[src/rtl/mini_io_pkg.sv]
// Shared constants for the memory-mapped IO block: register addresses and
// the default transmit queue depth.
package mini_io_pkg;

    localparam logic [15:0] ADDR_LED    = 16'hC000;
    localparam logic [15:0] ADDR_SW     = 16'hC001;
    localparam logic [15:0] ADDR_UART   = 16'hC004;
    localparam logic [15:0] ADDR_STATUS = 16'hC005;

    localparam int TX_DEPTH_DEFAULT = 4;

    // The status register only has three bits for the queue level.
    function automatic logic [2:0] sat_count(input logic [4:0] c);
        return (c > 5'd7) ? 3'd7 : c[2:0];
    endfunction

endpackage

[src/rtl/io_tx_fifo.sv]
// Byte-wide transmit queue between the processor data port and the UART.
// DEPTH must be a power of two so the pointers wrap naturally.
module io_tx_fifo #(
    parameter int DEPTH = 4
) (
    input  logic       clk,
    input  logic       RST_n,
    input  logic       push,
    input  logic [7:0] din,
    input  logic       pop,
    output logic [7:0] dout,
    output logic       full,
    output logic       empty,
    output logic [4:0] count
);

    localparam int AW = (DEPTH > 1) ? $clog2(DEPTH) : 1;

    logic [7:0]    mem_q [DEPTH];
    logic [AW-1:0] wr_ptr_q, rd_ptr_q;
    logic [4:0]    count_q;
    logic          do_push, do_pop;

    assign full    = (count_q == 5'(DEPTH));
    assign empty   = (count_q == 5'd0);
    assign count   = count_q;
    assign dout    = mem_q[rd_ptr_q];
    assign do_push = push & ~full;
    assign do_pop  = pop & ~empty;

    always_ff @(posedge clk) begin
        if (do_push) mem_q[wr_ptr_q] <= din;
    end

    always_ff @(posedge clk) begin
        if (!RST_n) begin
            wr_ptr_q <= '0;
            rd_ptr_q <= '0;
            count_q  <= '0;
        end else begin
            if (do_push) wr_ptr_q <= wr_ptr_q + AW'(1);
            if (do_pop)  rd_ptr_q <= rd_ptr_q + AW'(1);
            case ({do_push, do_pop})
                2'b10:   count_q <= count_q + 5'd1;
                2'b01:   count_q <= count_q - 5'd1;
                default: count_q <= count_q;
            endcase
        end
    end

endmodule

[src/rtl/mmio_ctrl.sv]
// Memory-mapped IO controller: LEDs, synchronized switches, UART TX queue,
// single-byte UART RX holding register and a status word.
module mmio_ctrl
    import mini_io_pkg::*;
#(
    parameter int TX_DEPTH = TX_DEPTH_DEFAULT
) (
    input  logic        clk,
    input  logic        RST_n,
    input  logic [15:0] addr,
    input  logic [15:0] wdata,
    input  logic        we,
    input  logic        re,
    output logic [15:0] rdata,
    output logic        stall,
    input  logic [9:0]  SW,
    output logic [9:0]  LEDR,
    output logic [7:0]  tx_data,
    output logic        tx_valid,
    input  logic        tx_ready,
    input  logic [7:0]  rx_data,
    input  logic        rx_valid,
    output logic        rx_ack
);

    logic        io_sel, rd_req;
    logic        hit_led, hit_sw, hit_uart, hit_status;
    logic        tx_full, tx_empty, tx_push, tx_pop;
    logic [4:0]  tx_count;
    logic [7:0]  tx_head;
    logic        rx_read;
    logic [15:0] rd_value;

    logic [9:0]  led_q, led_d;
    logic [9:0]  sw_meta_q, sw_sync_q;
    logic [15:0] rdata_q, rdata_d;
    logic        rx_full_q, rx_full_d;
    logic [7:0]  rx_hold_q, rx_hold_d;

    logic [5:0]  unused_wdata;
    assign unused_wdata = wdata[15:10];

    assign io_sel     = (addr[15:14] == 2'b11);
    assign hit_led    = io_sel && (addr == ADDR_LED);
    assign hit_sw     = io_sel && (addr == ADDR_SW);
    assign hit_uart   = io_sel && (addr == ADDR_UART);
    assign hit_status = io_sel && (addr == ADDR_STATUS);

    // A simultaneous read and write is served as a write only.
    assign rd_req = re & ~we;

    assign stall    = RST_n & we & hit_uart & tx_full;
    assign tx_push  = RST_n & we & hit_uart & ~tx_full;
    assign tx_valid = RST_n & ~tx_empty;
    assign tx_data  = tx_head;
    assign tx_pop   = tx_valid & tx_ready;

    // Reading the holding byte frees it, so a new byte may land in the same cycle.
    assign rx_read = rd_req & hit_uart & rx_full_q;
    assign rx_ack  = RST_n & rx_valid & (~rx_full_q | rx_read);

    io_tx_fifo #(.DEPTH(TX_DEPTH)) u_tx_fifo (
        .clk   (clk),
        .RST_n (RST_n),
        .push  (tx_push),
        .din   (wdata[7:0]),
        .pop   (tx_pop),
        .dout  (tx_head),
        .full  (tx_full),
        .empty (tx_empty),
        .count (tx_count)
    );

    always_comb begin
        rd_value = 16'h0000;
        if (hit_led)    rd_value = {6'h00, led_q};
        if (hit_sw)     rd_value = {6'h00, sw_sync_q};
        if (hit_uart)   rd_value = rx_full_q ? {8'h00, rx_hold_q} : 16'h0000;
        if (hit_status) rd_value = {10'h000, sat_count(tx_count), tx_empty, tx_full, rx_full_q};
    end

    always_comb begin
        led_d     = led_q;
        rdata_d   = rdata_q;
        rx_full_d = rx_full_q;
        rx_hold_d = rx_hold_q;
        if (we && hit_led) led_d = wdata[9:0];
        if (rd_req)        rdata_d = rd_value;
        if (rx_ack) begin
            rx_full_d = 1'b1;
            rx_hold_d = rx_data;
        end else if (rx_read) begin
            rx_full_d = 1'b0;
        end
    end

    always_ff @(posedge clk) begin
        if (!RST_n) begin
            led_q     <= '0;
            sw_meta_q <= '0;
            sw_sync_q <= '0;
            rdata_q   <= '0;
            rx_full_q <= 1'b0;
            rx_hold_q <= '0;
        end else begin
            led_q     <= led_d;
            sw_meta_q <= SW;
            sw_sync_q <= sw_meta_q;
            rdata_q   <= rdata_d;
            rx_full_q <= rx_full_d;
            rx_hold_q <= rx_hold_d;
        end
    end

    assign LEDR  = led_q;
    assign rdata = rdata_q;

endmodule

[config.mk]
export PLATFORM = sky130hd
export DESIGN_NAME = mmio_ctrl
export DESIGN_NICKNAME = d
export VERILOG_FILES = /design/src/rtl/mini_io_pkg.sv /design/src/rtl/io_tx_fifo.sv /design/src/rtl/mmio_ctrl.sv
export SDC_FILE = /design/constraint.sdc
export NUM_CORES = 1
export LEC_CHECK = 0
export CORE_ASPECT_RATIO = 1.1
export CORE_UTILIZATION = 40
export CTS_BUF_LIST = sky130_fd_sc_hd__clkbuf_16
export DETAILED_ROUTE_END_ITERATION = 12
export PLACE_DENSITY = 0.71
export SYNTH_ARGS = -nofsm -noshare
export SYNTH_HDL_FRONTEND = slang
export SYNTH_HIERARCHICAL = 1
export SYNTH_SLANG_ARGS = --single-unit
[constraint.sdc]
create_clock -name clk -period 7.5 [get_ports clk]
set_input_delay 1.5 -clock clk [delete_from_list [all_inputs] [get_ports clk]]
set_output_delay 1.5 -clock clk [all_outputs]
set_load 0.02 [all_outputs]
==> results of run 1 <==
[per-layer routing]
| metal | routed length, um | track usage | vias to the layer above |
|---|---|---|---|
| li1 | - | - | 1400 |
| met1 | 3560 | 0.199 | 1325 |
| met2 | 3950 | 0.260 | 85 |
| met3 | 518 | 0.0359 | 12 |
| met4 | 136 | 0.0810 | 0 |
| met5 | 0 | 0 | - |
[through the flow]
| step | util | instances | power [W] |
|---|---|---|---|
| after floorplan | - | 360 | 0.000568 |
| after global placement | 0.507 | 532 | 0.000600 |
| after detailed placement | 0.507 | 532 | 0.000601 |
| after CTS | 0.540 | 548 | 0.00107 |
| after global routing | 0.540 | 548 | 0.00110 |
| final | 0.540 | 548 | 0.00106 |
[report_power, final]
part	switching [W]	internal [W]	total, W
clock	0.000180	0.000291	0.000471
sequential	0.00000336	0.000523	0.000527
combinational	0.0000274	0.0000360	0.0000634
[worst register-to-register path, stage by stage, from the launching register on]
cell and delay, ns:
dfxtp_1 0.40, or4_4 0.58, nor2_1 0.16, nor2b_1 0.09
and2_1 0.19, o21ai_2 0.08, inv_1 0.08, ha_1 0.29
xor2_1 0.18, ha_1 0.23, o21ai_0 0.16, a21oi_1 0.06
o32ai_1 0.38, mux2i_1 0.21
[registers in the layout, indices dropped and copies added, names as in the netlist, named ones only]
name and count:
u_tx_fifo/mem_q 32, LEDR 10, rdata 10, sw_meta_q 10, sw_sync_q 10, rx_hold_q 8
u_tx_fifo/count 5, u_tx_fifo/rd_ptr_q 2, u_tx_fifo/wr_ptr_q 2, rx_full_q 1
[final timing paths]
| path | to | slack (ns) | cells past startpoint |
|---|---|---|---|
| hold / removal | sw_sync_q[8] | 0.43 | 1 |
| setup / recovery | rx_ack | 1.77 | 7 |
| hold reg to reg | sw_sync_q[8] | 0.43 | 1 |
| setup reg to reg | u_tx_fifo/count[4] | 4.33 | 13 |
[placed cells by master (no fill, tap or decap), types with 3 or more instances in the layout]
master | Yosys | routed
inv_1 | 7 | 8
a32oi_1 | 3 | 3
a21boi_0 | 12 | 12
nor4b_1 | 3 | 3
a21boi_1 | 4 | 4
xor2_1 | 4 | 4
edfxtp_1 | 32 | 32
clkdlybuf4s50_1 | 0 | 80
conb_1 | 1 | 6
buf_4 | 6 | 4
mux2i_1 | 12 | 12
nand2b_1 | 5 | 5
dfxtp_1 | 60 | 60
a211o_1 | 3 | 3
nand4_1 | 3 | 3
and2_1 | 28 | 28
and3_1 | 6 | 6
o21ai_0 | 17 | 17
nor2b_1 | 11 | 11
nand3_1 | 17 | 17
a21oi_1 | 7 | 7
ha_1 | 8 | 8
nor4_1 | 3 | 3
nor2_1 | 15 | 15
clkbuf_16 | 0 | 9
nand2_1 | 23 | 23
mux4_2 | 10 | 10
[cells by family after synthesis]
kind of cell	share of synthesized area
flops	0.543
xor+xnor	0.0132
other cells	0.000941
compound gates	0.0996
mux	0.0923
fa+ha+maj	0.0251
buf+inv	0.0452
simple gates	0.181
[area by class of cell]
| class | count | area (um^2) |
|---|---|---|
| Clock buffer | 9 | 225 |
| Clock inverter | 7 | 92.6 |
| Sequential cell | 92 | 2160 |
| Fill cell | 838 | 4390 |
| Inverter | 9 | 33.8 |
| Timing Repair Buffer | 84 | 831 |
| Multi-Input combinational cell | 230 | 1660 |
| Tap cell | 117 | 146 |
==> metrics, run 1 <==
hpwl dp 6000 um; FP Rows 37; Die ar. 10400 um^2; vias in the first global route 2667; proportion of layout cells with a drive suffix above 1 0.0951; Die Span Y 107 um; Worst Setup End Kind output port; vias 2822; Max H-tree Level 3; Arr. time, crit path 4.23 ns; largest net degree at the start of global routing 48; most common cell in the synthesized netlist dfxtp_1; clk root buf clkbuf_16; die span in x 97.2 um; setup TNS 0 ns; post-cts gate resize count 0; Post-Syn Instances 355; CP max FO 20; Starting Density 0.418; Detailed Route Iter0 Violations 83; CP Cell Sequence clkdlybuf4s50_1, clkinv_1, nor2_1, a31oi_1, buf_4, nor2b_1, clkdlybuf4s50_1; critical path class in -> out; CTS sink cnt 92; Leakage Power 1.88 nW; worst setup margin 1.77 ns; syn_area_per_cell 11.2 um^2; CTS tree yes; YS warnings 6; EDFF count, synth 32; final routed DRC violation total 0; Power Dens Cells 206 nW/um^2; CP dominant cell by count clkdlybuf4s50_1; synth unique cells 52; Worst path max stage delay 0.90 ns; Worst Tran Pin Value 0.696 ns; total I/O pin count 93; Synth area leader dfxtp_1; initial antenna violation count 0; synth cell count leaders dfxtp_1 (60), edfxtp_1 (32), and2_1 (28); Fin Hold WS 0.433 ns; Total Routing Usage GR 0.159; Hold Buf Count CTS 0; Post-CTS Setup Inserts 0; drt wl/cell 14.9 um; # port buffers 80; clk slew on worst S/H paths 0.06 ns; First-pass DRT Iterations 4; Max Fclk 174 MHz; post-route ant nets 0; worst min path class reg -> reg; Tmin final 5.73 ns; Critical path buffers and inverters 4; RSZ-0062 raised after global routing no; Crit. Startpoint addr[2]; first-pass GRT wire length 13000 um; top cell type's share of synthesized area 0.302; top cells by area, synth dfxtp_1 (30%), edfxtp_1 (24%), mux4_2 (5.7%), and2_1 (4.4%), mux2i_1 (3.0%); pre-CTS setup slack 1.81 ns; HP Start sw_meta_q[8]; ys async rst share 0; Max Root-Sink Buffers 2; Worst slew margin 0.535; status complete, no violations; Post-synth top flop dfxtp_1; Crit-path slowest cell clkdlybuf4s50_1; CP Data Required Time 6.00 ns; area grow syn2layout 29.3%; worst reg2reg startpoint u_tx_fifo/count[1]; Top Family by Delay on Critical Path buffers and inverters; final net count 490; synthesized area 3980 um^2; number of max-cap violations 0; Final Max Tran Viols 0; vias per cell 5.15; Post-Route WL 8170 um; dpl cell area 4830 um^2; final hold vios 0; setup violators final 0; number of synthesized register bits 92; Final period util 0.764; routability cong. 0.738; total CTS buffers 9; fin area 5150 um^2; antenna cells 0; post-synthesis sequential area ratio 0.543; Worst setup SP type input pin; clk_skew 0.00764 ns; global route overflow 0; Max VDD drop 0.120 mV; clk_lat worst skew 0.33 ns; CORE AREA 9540 um^2
Power figures use the tool's default switching activity.
==> inputs of run 2 (changes only) <==
PLACE_DENSITY = 0.74   (was 0.71)
clock period = 4.6 ns   (was 7.5 ns; I/O delays follow)
==> run 2 against run 1 <==
Against the previous run: die area unchanged; combinational power increased by 66%; design area increased by 0.12%; core utilization increased by 0.066 points; count of clock-buffer cells in the layout unchanged; flip-flop and latch count unchanged; wire length increased by 5.1%; global-route usage increased by 1.3 points; worst hold slack got worse by 0.0046 ns; register-to-register slack got worse by 2.9 ns; via count increased by 3.2%; largest power group unchanged.
==> metrics, run 2 (synthesis gave the netlist of run 1 again) <==
vias in the first global route 2835 (+6.3%); die span in x 97.2 um (unchanged); fin area 5160 um^2 (+0.12%); Crit-path slowest cell clkdlybuf4s50_1; P_sw 0.000354 W (+68%); CP Data Required Time 3.68 ns (-2.32 ns); Die ar. 10400 um^2 (unchanged); vias per cell 5.25 (+2.0%); CP dominant cell by count clkdlybuf4s50_1; total I/O pin count 93 (unchanged); sw frac 0.217 (+0.0178); Max H-tree Level 3 (unchanged); First-pass DRT Iterations 4 (unchanged); RSZ-0062 raised after global routing no; # port buffers 80 (unchanged); final hold vios 0 (unchanged); clk root buf clkbuf_16; Critical path buffers and inverters 3 (-1); area of the multi-input gates 1660 um^2 (unchanged); Final Max Tran Viols 0 (unchanged); Top reg by flops u_tx_fifo/mem_q; Power Dens Cells 317 nW/um^2 (+54%); Post-CTS Setup Inserts 0 (unchanged); most common cell after layout, fill and taps aside clkdlybuf4s50_1; Max Root-Sink Buffers 2 (unchanged); # fillers 849 (+1.3%); post-cts gate resize count 0 (unchanged); first-pass GRT wire length 14000 um (+7.4%); vias 2911 (+3.2%); status complete, no violations; post-route ant nets 0 (unchanged); Pint 0.00128 W (+51%); Worst slew margin 0.652 (+0.117); Worst path max stage delay 0.63 ns (-0.27 ns); final routed DRC violation total 0 (unchanged); Detailed Route Iter0 Violations 109 (+31%); worst min path class reg -> reg; routability cong. 0.757 (+2.5%); Leakage Power 1.89 nW (+0.36%); clk_skew 0.00765 ns (+0.00000908 ns); setup violators final 0 (unchanged); Final period util 0.941; CTS sink cnt 92 (unchanged); clock power share 0.410 (-0.034); number of max-cap violations 0 (unchanged); Tmin final 4.33 ns; Starting Density 0.418 (unchanged); CP Cell Sequence clkdlybuf4s50_1, or4b_4, nor4_1, buf_4, nand4_1, nor2_1, clkdlybuf4s50_1; Hold Buf Count CTS 0 (unchanged); CP max FO 3 (-85%); area grow syn2layout 29.5%; Die Span Y 107 um (unchanged); setup TNS 0 ns (unchanged); Top Family by Delay on Critical Path simple AND/OR/NAND/NOR gates; clk slew on worst S/H paths 0.07 ns (about the same); dpl cell area 4880 um^2 (+0.93%); Total Routing Usage GR 0.172 (+0.0125); CORE AREA 9540 um^2 (unchanged); Largest register FFs 32 (unchanged); Comb power frac 0.064 (+0.004); Worst setup SP type input pin; antenna cells 0 (unchanged); largest net degree at the start of global routing 50 (+4.2%); Worst Setup End Kind output port; total CTS buffers 9 (unchanged); critical path class in -> out; Worst Tran Pin Value 0.522 ns (-0.174 ns); drt wl/cell 15.5 um (+3.9%); Max Fclk 231 MHz; hpwl dp 6230 um (+3.9%); global route overflow 0 (unchanged); Seq pwr share 0.525 (+0.029); Arr. time, crit path 3.41 ns (-0.82 ns); final net count 496 (+1.2%); Post-Route WL 8580 um (+5.1%); FP Rows 37 (unchanged); initial antenna violation count 0 (unchanged); proportion of layout cells with a drive suffix above 1 0.108 (+0.0124); clk_lat worst skew 0.34 ns (about the same); CTS tree yes; Max VDD drop 0.165 mV (+37%); most frequent cells in the layout clkdlybuf4s50_1 (80), dfxtp_1 (60), edfxtp_1 (32), and2_1 (28), nand2_1 (23); register area 2160 um^2 (unchanged)
## run 2: changes by cell type in the layout (fill, tap and decap cells not counted), sizes merged
cell and change:
bufinv -2, buf +6, clkinv +4, inv -2
## run 2: cell type report
type,count,share of cell area
Tap cell,117,0.0284
Clock buffer,9,0.0437
Multi-Input combinational cell,230,0.322
Sequential cell,92,0.419
Inverter,9,0.00655
Clock inverter,7,0.0104
Timing Repair Buffer,90,0.170
## run 2: per-stage QoR
| step | utilization | setup WS [ns] | cells | total power (W) | hold slack, ns |
|---|---|---|---|---|---|
| final | 0.541 | 0.270 | 554 | 0.00163 | 0.428 |
| after global routing | 0.541 | 0.0700 | 554 | 0.00170 | 0.447 |
| after CTS | 0.541 | 0.241 | 554 | 0.00165 | 0.430 |
| after detailed placement | 0.512 | 0.00492 | 538 | 0.000982 | 0.419 |
| after global placement | 0.512 | 0.117 | 538 | 0.000980 | 0.417 |
| after floorplan | - | 0.417 | 360 | 0.000926 | 0.412 |
## run 2: final timing paths
check | slack (ns) | end | depth (start not counted) | startpoint
min reg2reg | 0.43 | sw_sync_q[6] | 1 | sw_meta_q[6]
min | 0.43 | sw_sync_q[6] | 1 | sw_meta_q[6]
max | 0.27 | stall | 7 | addr[9]
max reg2reg | 1.43 | u_tx_fifo/count[4] | 13 | u_tx_fifo/count[1]
## run 2: metal layers
layer | share of wire | GRT usage
met1 | 0.43 | 0.213
met2 | 0.50 | 0.284
met3 | 0.045 | 0.0339
met4 | 0.029 | 0.0906
met5 | 0 | 0
## run 2: power groups by stage
stage,registers (W),clock network [W],logic (W)
4_1_cts,0.000859,0.000686,0.000106
5_1_grt,0.000859,0.000724,0.000116
3_5_place_dp,0.000877,0,0.000105
6_report,0.000859,0.000671,0.000105
2_1_floorplan,0.000874,0,0.0000520
3_3_place_gp,0.000876,0,0.000104
==> inputs of run 3 (changes only) <==
CORE_UTILIZATION = 30   (was 40)
PLACE_DENSITY = 0.6   (was 0.74)
==> run 3 against run 2 <==
Against the previous run: the run now ends with design-rule violations left; clock skew fell by 0.0019 ns; wire length grew 4.3%; fmax down 0.48%; global-route usage shrank 4.1 points; die area is 33% higher; critical path type unchanged; largest power group unchanged.
==> metrics, run 3 (synthesis gave the netlist of run 1 again) <==
First-pass DRT Iterations 9 (+5); initial antenna violation count 0 (unchanged); clk root buf clkbuf_16; final net count 495 (-0.20%); drt wl/cell 15.1 um (-2.6%); total I/O pin count 93 (unchanged); Tmin final 4.35 ns (+0.0207 ns); area grow syn2layout 30.2%; Arr. time, crit path 3.43 ns (+0.02 ns); pre-CTS setup slack 0.0892 ns (+0.0842 ns); clk slew on worst S/H paths 0.06 ns (about the same); worst setup margin 0.249 ns (-0.0207 ns); largest net degree at the start of global routing 63 (+26%); Largest register FFs 32 (unchanged); critical path class in -> out; Total Routing Usage GR 0.131 (-0.0411); final hold vios 0 (unchanged); Die Span Y 123 um (+15%); hpwl dp 6440 um (+3.3%); most common cell after layout, fill and taps aside clkdlybuf4s50_1; Top reg by flops u_tx_fifo/mem_q; Final Max Tran Viols 0 (unchanged); vias in the first global route 2638 (-6.9%); total CTS buffers 9 (unchanged); violated checks design-rule violations; worst min path class reg -> reg; final routed DRC violation total 3 (+3); Leakage Power 1.88 nW (-0.10%); Max H-tree Level 3 (unchanged); Max VDD drop 0.161 mV (-2.5%); status finished, violations left; # port buffers 80 (unchanged); Worst setup SP type input pin; post-cts gate resize count 0 (unchanged); routability cong. 0.840 (+11%); setup violators final 0 (unchanged); Max Root-Sink Buffers 2 (unchanged); Die ar. 13700 um^2 (+33%); global route overflow 0 (unchanged); CTS sink cnt 92 (unchanged); Starting Density 0.311 (-0.107); Worst slew margin 0.633 (-0.0184); Power Dens Cells 316 nW/um^2 (-0.35%); Worst Tran Pin Value 0.549 ns (+0.0275 ns); Worst path max stage delay 0.64 ns (about the same); clk_lat worst skew 0.34 ns (about the same); setup TNS 0 ns (unchanged); CP Cell Sequence clkdlybuf4s50_1, or4b_4, nor4_1, buf_4, nand4_1, nor2_1, clkdlybuf4s50_1; most frequent cells in the layout clkdlybuf4s50_1 (79), dfxtp_1 (60), edfxtp_1 (32), and2_1 (28), nand2_1 (23); Final period util 0.946 (+0.00450); CP dominant cell by count clkdlybuf4s50_1; CORE AREA 12800 um^2 (+34%); non-filler cells, final 593 (+7.0%); Worst Setup End Kind output port; FP Rows 43 (+16%); antenna cells 0 (unchanged); post-route ant nets 0 (unchanged); Post-CTS Setup Inserts 0 (unchanged); Crit-path slowest cell clkdlybuf4s50_1; CP max FO 11 (+8); die span in x 112 um (+15%); clk_skew 0.00577 ns (-0.00188 ns); number of max-cap violations 0 (unchanged); Max Fclk 230 MHz (-0.48%); Critical path buffers and inverters 3 (unchanged); Detailed Route Iter0 Violations 222 (+100%); vias 2852 (-2.0%); proportion of layout cells with a drive suffix above 1 0.110 (+0.00254); CP Data Required Time 3.68 ns (about the same); Top Family by Delay on Critical Path buffers and inverters; Post-Route WL 8950 um (+4.3%); CTS tree yes; first-pass GRT wire length 13600 um (-2.5%); Hold Buf Count CTS 0 (unchanged); vias per cell 4.81 (-8.5%); DP Cell Count 577 (+7.2%); RSZ-0062 raised after global routing no
[run 3: final cells by class]
class	instances	area (um^2)
Clock buffer	9	225
Inverter	9	33.8
Timing Repair Buffer	89	863
Sequential cell	92	2160
Tap cell	157	196
Clock inverter	7	41.3
Fill cell	1235	7620
Multi-Input combinational cell	230	1670
[run 3: metal layers]
| layer | vias to the layer above | wire, um | GRT usage |
|---|---|---|---|
| met5 | - | 0 | 0 |
| met4 | 0 | 206 | 0.0642 |
| met3 | 12 | 488 | 0.0301 |
| met2 | 86 | 4210 | 0.210 |
| met1 | 1348 | 4040 | 0.166 |
| li1 | 1406 | - | - |
[run 3: metrics by stage]
| step | utilization | hold slack [ns] | power [W] | area (um^2) |
|---|---|---|---|---|
| finish | 0.405 | 0.434 | 0.00164 | 5190 |
| global route | 0.405 | 0.448 | 0.00169 | 5190 |
| CTS | 0.405 | 0.435 | 0.00165 | 5190 |
| detailed placement | 0.384 | 0.421 | 0.000983 | 4920 |
| global placement | 0.384 | 0.418 | 0.000981 | 4920 |
| floorplan | - | 0.412 | 0.000926 | 4000 |
[run 3: worst paths after layout]
path	from	endpoint	cells past startpoint	slack, ns
setup / recovery	addr[9]	stall	7	0.25
hold / removal	sw_meta_q[0]	sw_sync_q[0]	1	0.43
setup reg to reg	u_tx_fifo/count[1]	u_tx_fifo/count[4]	13	1.45
hold reg to reg	sw_meta_q[0]	sw_sync_q[0]	1	0.43
[run 3: where the power goes]
part / switching (W) / internal [W] / leakage (nW)
combinational: 0.0000458 / 0.0000593 / 0.974
sequential: 0.00000562 / 0.000853 / 0.777
clock: 0.000312 / 0.000364 / 0.133
total: 0.000363 / 0.00128 / 1.88
